$ cat src/rtl/wave_capture_mc.sv
// Multi-channel triggered wave capture: waits for a trigger, serialises CHANNELS samples per
// strobe into the write half of a ping-pong RAM, and flips halves when the display is idle.
module wave_capture_mc #(
    parameter int  CHANNELS     = 2,
    parameter int  SAMPLE_WIDTH = 16,
    parameter int  STORE_WIDTH  = 8,
    parameter int  DEPTH_LOG2   = 8,
    localparam int CH_BITS      = (CHANNELS > 1) ? $clog2(CHANNELS) : 1,
    localparam int ADDR_WIDTH   = 1 + CH_BITS + DEPTH_LOG2
) (
    input  logic                             clk,
    input  logic                             reset,
    input  logic                             new_sample,
    input  logic [CHANNELS*SAMPLE_WIDTH-1:0] sample_in,
    input  logic [1:0]                       trig_mode,
    input  logic [CH_BITS-1:0]               trig_channel,
    input  logic                             wave_display_idle,
    input  logic                             overrun_clr,
    output logic                             write_enable,
    output logic [ADDR_WIDTH-1:0]            write_address,
    output logic [STORE_WIDTH-1:0]           write_sample,
    output logic                             read_index,
    output logic                             armed,
    output logic                             frame_done,
    output logic                             overrun,
    output logic [1:0]                       state_dbg
);

    typedef enum logic [1:0] {
        ST_ARMED  = 2'd0,
        ST_ACTIVE = 2'd1,
        ST_WAIT   = 2'd2
    } state_t;

    localparam logic [STORE_WIDTH-1:0] MSB_MASK = STORE_WIDTH'(1) << (STORE_WIDTH - 1);

    state_t                 state, state_nx;
    logic [STORE_WIDTH-1:0] conv [CHANNELS];
    logic [STORE_WIDTH-1:0] hold [CHANNELS];
    logic [CH_BITS-1:0]     ch_cnt;
    logic [CH_BITS-1:0]     ch_nx;
    logic [DEPTH_LOG2-1:0]  idx;
    logic                   prev_msb;
    logic                   cur_msb;
    logic                   accept;
    logic                   drop;
    logic                   trig_hit;
    logic                   start;
    logic                   flip;
    logic                   last_ch;
    logic                   last_idx;
    logic                   unused_low_bits;

    // Only the top STORE_WIDTH bits of each sample are stored; the rest are intentionally dropped.
    assign unused_low_bits = ^sample_in;

    // The serialiser is busy exactly while it is driving RAM writes.
    assign accept   = new_sample && !write_enable;
    assign drop     = new_sample && write_enable;
    assign last_ch  = (ch_cnt == CH_BITS'(CHANNELS - 1));
    assign last_idx = &idx;
    assign ch_nx    = ch_cnt + 1'b1;

    assign armed     = (state == ST_ARMED);
    assign state_dbg = state;

    always_comb begin
        for (int c = 0; c < CHANNELS; c++) begin
            conv[c] = sample_in[c*SAMPLE_WIDTH + SAMPLE_WIDTH - STORE_WIDTH +: STORE_WIDTH] ^ MSB_MASK;
        end
    end

    // Out-of-range trig_channel values fall back to channel 0.
    always_comb begin
        cur_msb = sample_in[SAMPLE_WIDTH-1];
        for (int c = 1; c < CHANNELS; c++) begin
            if (trig_channel == CH_BITS'(c)) begin
                cur_msb = sample_in[c*SAMPLE_WIDTH + SAMPLE_WIDTH - 1];
            end
        end
    end

    always_comb begin
        trig_hit = 1'b0;
        case (trig_mode)
            2'b00:   trig_hit = 1'b1;
            2'b01:   trig_hit = prev_msb && !cur_msb;
            2'b10:   trig_hit = !prev_msb && cur_msb;
            default: trig_hit = 1'b0;
        endcase
    end

    always_comb begin
        state_nx = state;
        start    = 1'b0;
        flip     = 1'b0;
        case (state)
            ST_ARMED: begin
                if (accept && trig_hit) begin
                    start    = 1'b1;
                    state_nx = ST_ACTIVE;
                end
            end
            ST_ACTIVE: begin
                start = accept;
                if (write_enable && last_ch && last_idx) begin
                    state_nx = ST_WAIT;
                end
            end
            ST_WAIT: begin
                if (wave_display_idle) begin
                    flip     = 1'b1;
                    state_nx = ST_ARMED;
                end
            end
            default: state_nx = ST_ARMED;
        endcase
    end

    always_ff @(posedge clk or negedge reset) begin
        if (!reset) begin
            state         <= ST_ARMED;
            read_index    <= 1'b0;
            frame_done    <= 1'b0;
            overrun       <= 1'b0;
            prev_msb      <= 1'b0;
            write_enable  <= 1'b0;
            write_address <= '0;
            write_sample  <= '0;
            ch_cnt        <= '0;
            idx           <= '0;
            for (int c = 0; c < CHANNELS; c++) begin
                hold[c] <= '0;
            end
        end else begin
            state      <= state_nx;
            frame_done <= flip;
            if (flip) begin
                read_index <= ~read_index;
            end
            if (accept) begin
                prev_msb <= cur_msb;
                hold     <= conv;
            end
            // A dropped strobe in the same cycle as a clear keeps overrun set.
            if (drop) begin
                overrun <= 1'b1;
            end else if (overrun_clr) begin
                overrun <= 1'b0;
            end
            if (start) begin
                write_enable  <= 1'b1;
                ch_cnt        <= '0;
                write_address <= {~read_index, {CH_BITS{1'b0}}, idx};
                write_sample  <= conv[0];
            end else if (write_enable) begin
                if (last_ch) begin
                    write_enable <= 1'b0;
                    idx          <= idx + 1'b1;
                end else begin
                    ch_cnt        <= ch_nx;
                    write_address <= {~read_index, ch_nx, idx};
                    write_sample  <= hold[ch_nx];
                end
            end
        end
    end

endmodule
$ cat config.mk
export PLATFORM = sky130hd
export DESIGN_NAME = wave_capture_mc
export DESIGN_NICKNAME = d
export VERILOG_FILES = /design/src/rtl/wave_capture_mc.sv
export SDC_FILE = /design/constraint.sdc
export NUM_CORES = 1
export LEC_CHECK = 0
export CAP_MARGIN = 40
export CORE_AREA = 2 2 71 73
export CTS_CLUSTER_SIZE = 12
export DETAILED_ROUTE_END_ITERATION = 6
export DIE_AREA = 0 0 73 75
export PLACE_DENSITY_LB_ADDON = 0.12
export SLEW_MARGIN = 15
export SYNTH_ARGS = -nofsm -noshare
export SYNTH_HDL_FRONTEND = slang
export SYNTH_SLANG_ARGS = --single-unit
$ cat constraint.sdc
create_clock -name clk -period 1.62 [get_ports clk]
set_input_delay 0.324 -clock clk [delete_from_list [all_inputs] [get_ports clk]]
set_output_delay 0.324 -clock clk [all_outputs]
set_load 0.005 [all_outputs]
==> summary.txt <==
Clock tree
  – CTS tree: yes
  – Clock transition at path regs: 0.08 ns
  – Worst-Skew Late Latency: 0.30 ns
  – CTS sink count: 42
  – CTS Buffer Depth: 2
  – H-tree levels: 2
  – Root buf cell: clkbuf_8
  – CTS Buf Count: 5

Synth
  – Syn Nets: 192
  – Netlist cell types: 32
  – Cell Area, Synth: 1760 sq um
  – Most area-consuming cells after synthesis: dfrtp_1 60%, nand2_1 5.8%, a221o_1 4.0%
  – Syn_area_per_cell: 11.6 sq um
  – Synth area leader: dfrtp_1
  – Mapped Cells: 151
  – Post-synth top area share: 59.8%
  – Register area share after synthesis: 59.8%
  – Synth warnings: 0
  – Synth Register Bits: 42

Critical path
  – CP max-delay cell: dfrtp_1
  – Arr. time, crit path: 1.86 ns
  – Worst path top cell family by delay: compound AO/OA/AOI/OAI gates
  – Crit Path Max Fanout: 5
  – Crit Reg-Reg Endpoint: write_sample[0]$_DFFE_PN0P_
  – Critical Path Sink Type: register
  – R2r startpoint: prev_msb$_DFFE_PN0P_
  – CP Data Required Time: 1.85 ns
  – CP startpoint kind: register
  – FF-to-FF path depth: 5
  – WS Path Type: reg -> reg
  – Max incr delay on CP: 0.40 ns
  – Worst-path cell chain: o31a_1 -> buf_6 -> a311oi_4 -> clkbuf_16 -> a221o_1
  – R2R setup slack: -0.002 ns
  – CP Buf/Inv Count: 2

Route
  – DRC viols: 0
  – Initial DRC Count: 59
  – Vias: 1359
  – Post-DRT Antenna Nets: 0
  – Routed wire length: 4150 um
  – Wire length per cell: 15.2 um
  – Pre-antenna DRT Iters: 4
  – Via-per-instance ratio: 4.98

Timing
  – Clock period minus worst slack: 1.62 ns
  – Slack of the critical path: -0.00238 ns
  – Slew @ Worst Pin: 0.526 ns
  – Final setup vio count: 1
  – Rel. slew slack: 64.9%
  – Final period utilization: 100%
  – Slew Viols, Final: 0
  – Fmax: 616 MHz
  – Clock skew: 0.00851 ns
  – Final TNS setup: -0.00238 ns
  – RSZ-0062 raised after global routing: true
  – Final Hold Violating Endpoints: 0

Cells and area
  – Fillers: 376
  – FF+latch area: 1050 sq um
  – Fin cells: 273
  – Number of diodes: 0
  – Layout area overhead: 52.1%
  – Area taken by multi-input logic gates: 702 sq um
  – Proportion of layout cells with a drive suffix above 1: 20.1%
  – Final #Nets: 259

Place
  – Placed cells: 259
  – Hpwl dp: 2790 um
  – GP Congestion: 0.754
  – PortBufs: 48

Power and ir drop
  – Power Dens Cells: 1750 nW/um^2
  – Max IR drop VDD: 0.753 mV
  – Leakage Power: 1.27 nW

GRT
  – Vias in the first global route: 1353
  – Initial antenna violation count: 0
  – First-pass GRT wire length: 6580 um
  – Pin count of the biggest net entering global routing: 43
  – Grt ovf: 0
  – Gr usage total: 16.2%

Outcome
  – Status: finished, violations left
  – Failing checks: setup timing

Floorplan
  – Die span in y: 75 um
  – DIE AREA: 5480 sq um
  – Die Span X: 73 um
  – Row count: 25
  – Core region area: 4660 sq um
  – I/O Pins: 65
  – Initial Util: 37.7%

Flow run
  – Max-Cap Viols: 0

Min path
  – Worst hold path class: in -> async
## routing by layer
layer	part of all wire, %	vias to the layer above	track usage (%)
li1	-	644	-
met1	47	666	21.8
met2	47	44	25.0
met3	4.6	5	4.69
met4	1.3	0	6.17
met5	0	-	0
## cell usage after synthesis, drive strengths merged
| master | number |
|---|---|
| a21o | 1 |
| a21oi | 1 |
| a221o | 7 |
| a221oi | 1 |
| a311oi | 2 |
| a32o | 1 |
| and2 | 7 |
| and3 | 2 |
| buf | 3 |
| clkbuf | 4 |
| dfrtp | 42 |
| ha | 1 |
| inv | 8 |
| mux2 | 9 |
| mux2i | 2 |
| nand2 | 27 |
| nand2b | 1 |
| nand3 | 7 |
| nand4 | 1 |
| nor2 | 6 |
| nor2b | 3 |
| o21ai | 3 |
| o21bai | 1 |
| o31a | 1 |
| o31ai | 1 |
| or2 | 1 |
| xnor2 | 5 |
| xor2 | 3 |
## placed cells by master (no fill, tap or decap), drive strengths merged
cell type	instances
o31a	1
dlygate4sd2	8
a21oi	1
mux2i	2
o31ai	1
o21ai	3
or2	1
clkbuf	8
nor2	6
and2	7
nor2b	3
a221o	7
dfrtp	42
a221oi	1
buf	19
dlymetal6s2s	1
nand3	7
nand2	27
bufinv	2
nand2b	1
clkdlybuf4s50	37
inv	8
and3	2
a21o	1
xor2	3
a32o	1
mux2	9
a311oi	2
xnor2	5
nand4	1
ha	1
o21bai	1
## cell families after synthesis
| logic type | synth area share, % |
|---|---|
| buffers and inverters | 4.20 |
| adder cells (fa/ha/maj) | 0.712 |
| multiplexers | 6.91 |
| XOR/XNOR | 3.99 |
| AND/OR/NAND/NOR | 14.4 |
| flip-flops | 59.8 |
| AO/OA/AOI/OAI | 9.97 |
## sequential cells by signal (all words and copies together), names as in the netlist
signal,count
write_enable,1
prev_msb,1
frame_done,1
state_dbg,2
write_sample,8
idx,8
write_address,10
hold,8
ch_cnt,1
overrun,1
read_index,1
## how the worst max path moves through the flow
stage | start | to | slack (ns) | cells past startpoint
finish | prev_msb$_DFFE_PN0P_ | write_sample[0]$_DFFE_PN0P_ | -0.002 | 5
global route | prev_msb$_DFFE_PN0P_ | ch_cnt$_DFFE_PN0P_ | -0.05 | 5
CTS | write_enable$_DFF_PN0_ | write_address[5]$_DFFE_PN0P_ | 0.004 | 5
detailed placement | trig_channel | write_address[4]$_DFFE_PN0P_ | -0.59 | 6
global placement | trig_channel | write_address[5]$_DFFE_PN0P_ | -0.54 | 6
floorplan | write_enable$_DFF_PN0_ | write_sample[0]$_DFFE_PN0P_ | 0.01 | 7
## layout make-up
type	instances	area share, %
tap	54	2.53
inverter	8	1.12
clock buffer	6	3.09
sequential	42	39.3
timing repair buffer	67	25.4
clock inverter	2	2.25
multi-input combinational	94	26.3
## per-stage QoR
| stage | hold slack, ns | utilization (%) | worst slack [ns] | cell area [sq um] | total power [mW] |
|---|---|---|---|---|---|
| after floorplan | 0.0284 | - | 0.0147 | 1760 | 2.52 |
| after global placement | 0.417 | 51.0 | -0.543 | 2380 | 3.35 |
| after detailed placement | 0.427 | 51.0 | -0.590 | 2380 | 3.41 |
| after CTS | 0.103 | 56.1 | 0.00362 | 2620 | 4.64 |
| after global routing | 0.131 | 57.3 | -0.0505 | 2670 | 4.97 |
| final | 0.0875 | 57.3 | -0.00238 | 2670 | 4.68 |
## repair_timing
item                       in CTS  in global routing
setup endpoints to repair      21                 17
pin swaps                       4                  6
hold buffers                    0                  0
resized for setup              24                  8
setup buffers                   4                  2
gates cloned                    1                  1
## power breakdown
part | switching (mW) | internal (mW) | total [mW]
combinational | 0.713 | 1.20 | 1.91
sequential | 0.290 | 1.46 | 1.75
clock | 0.366 | 0.657 | 1.02
total | 1.37 | 3.31 | 4.68
No activity file was read; power rests on OpenSTA's default activity.
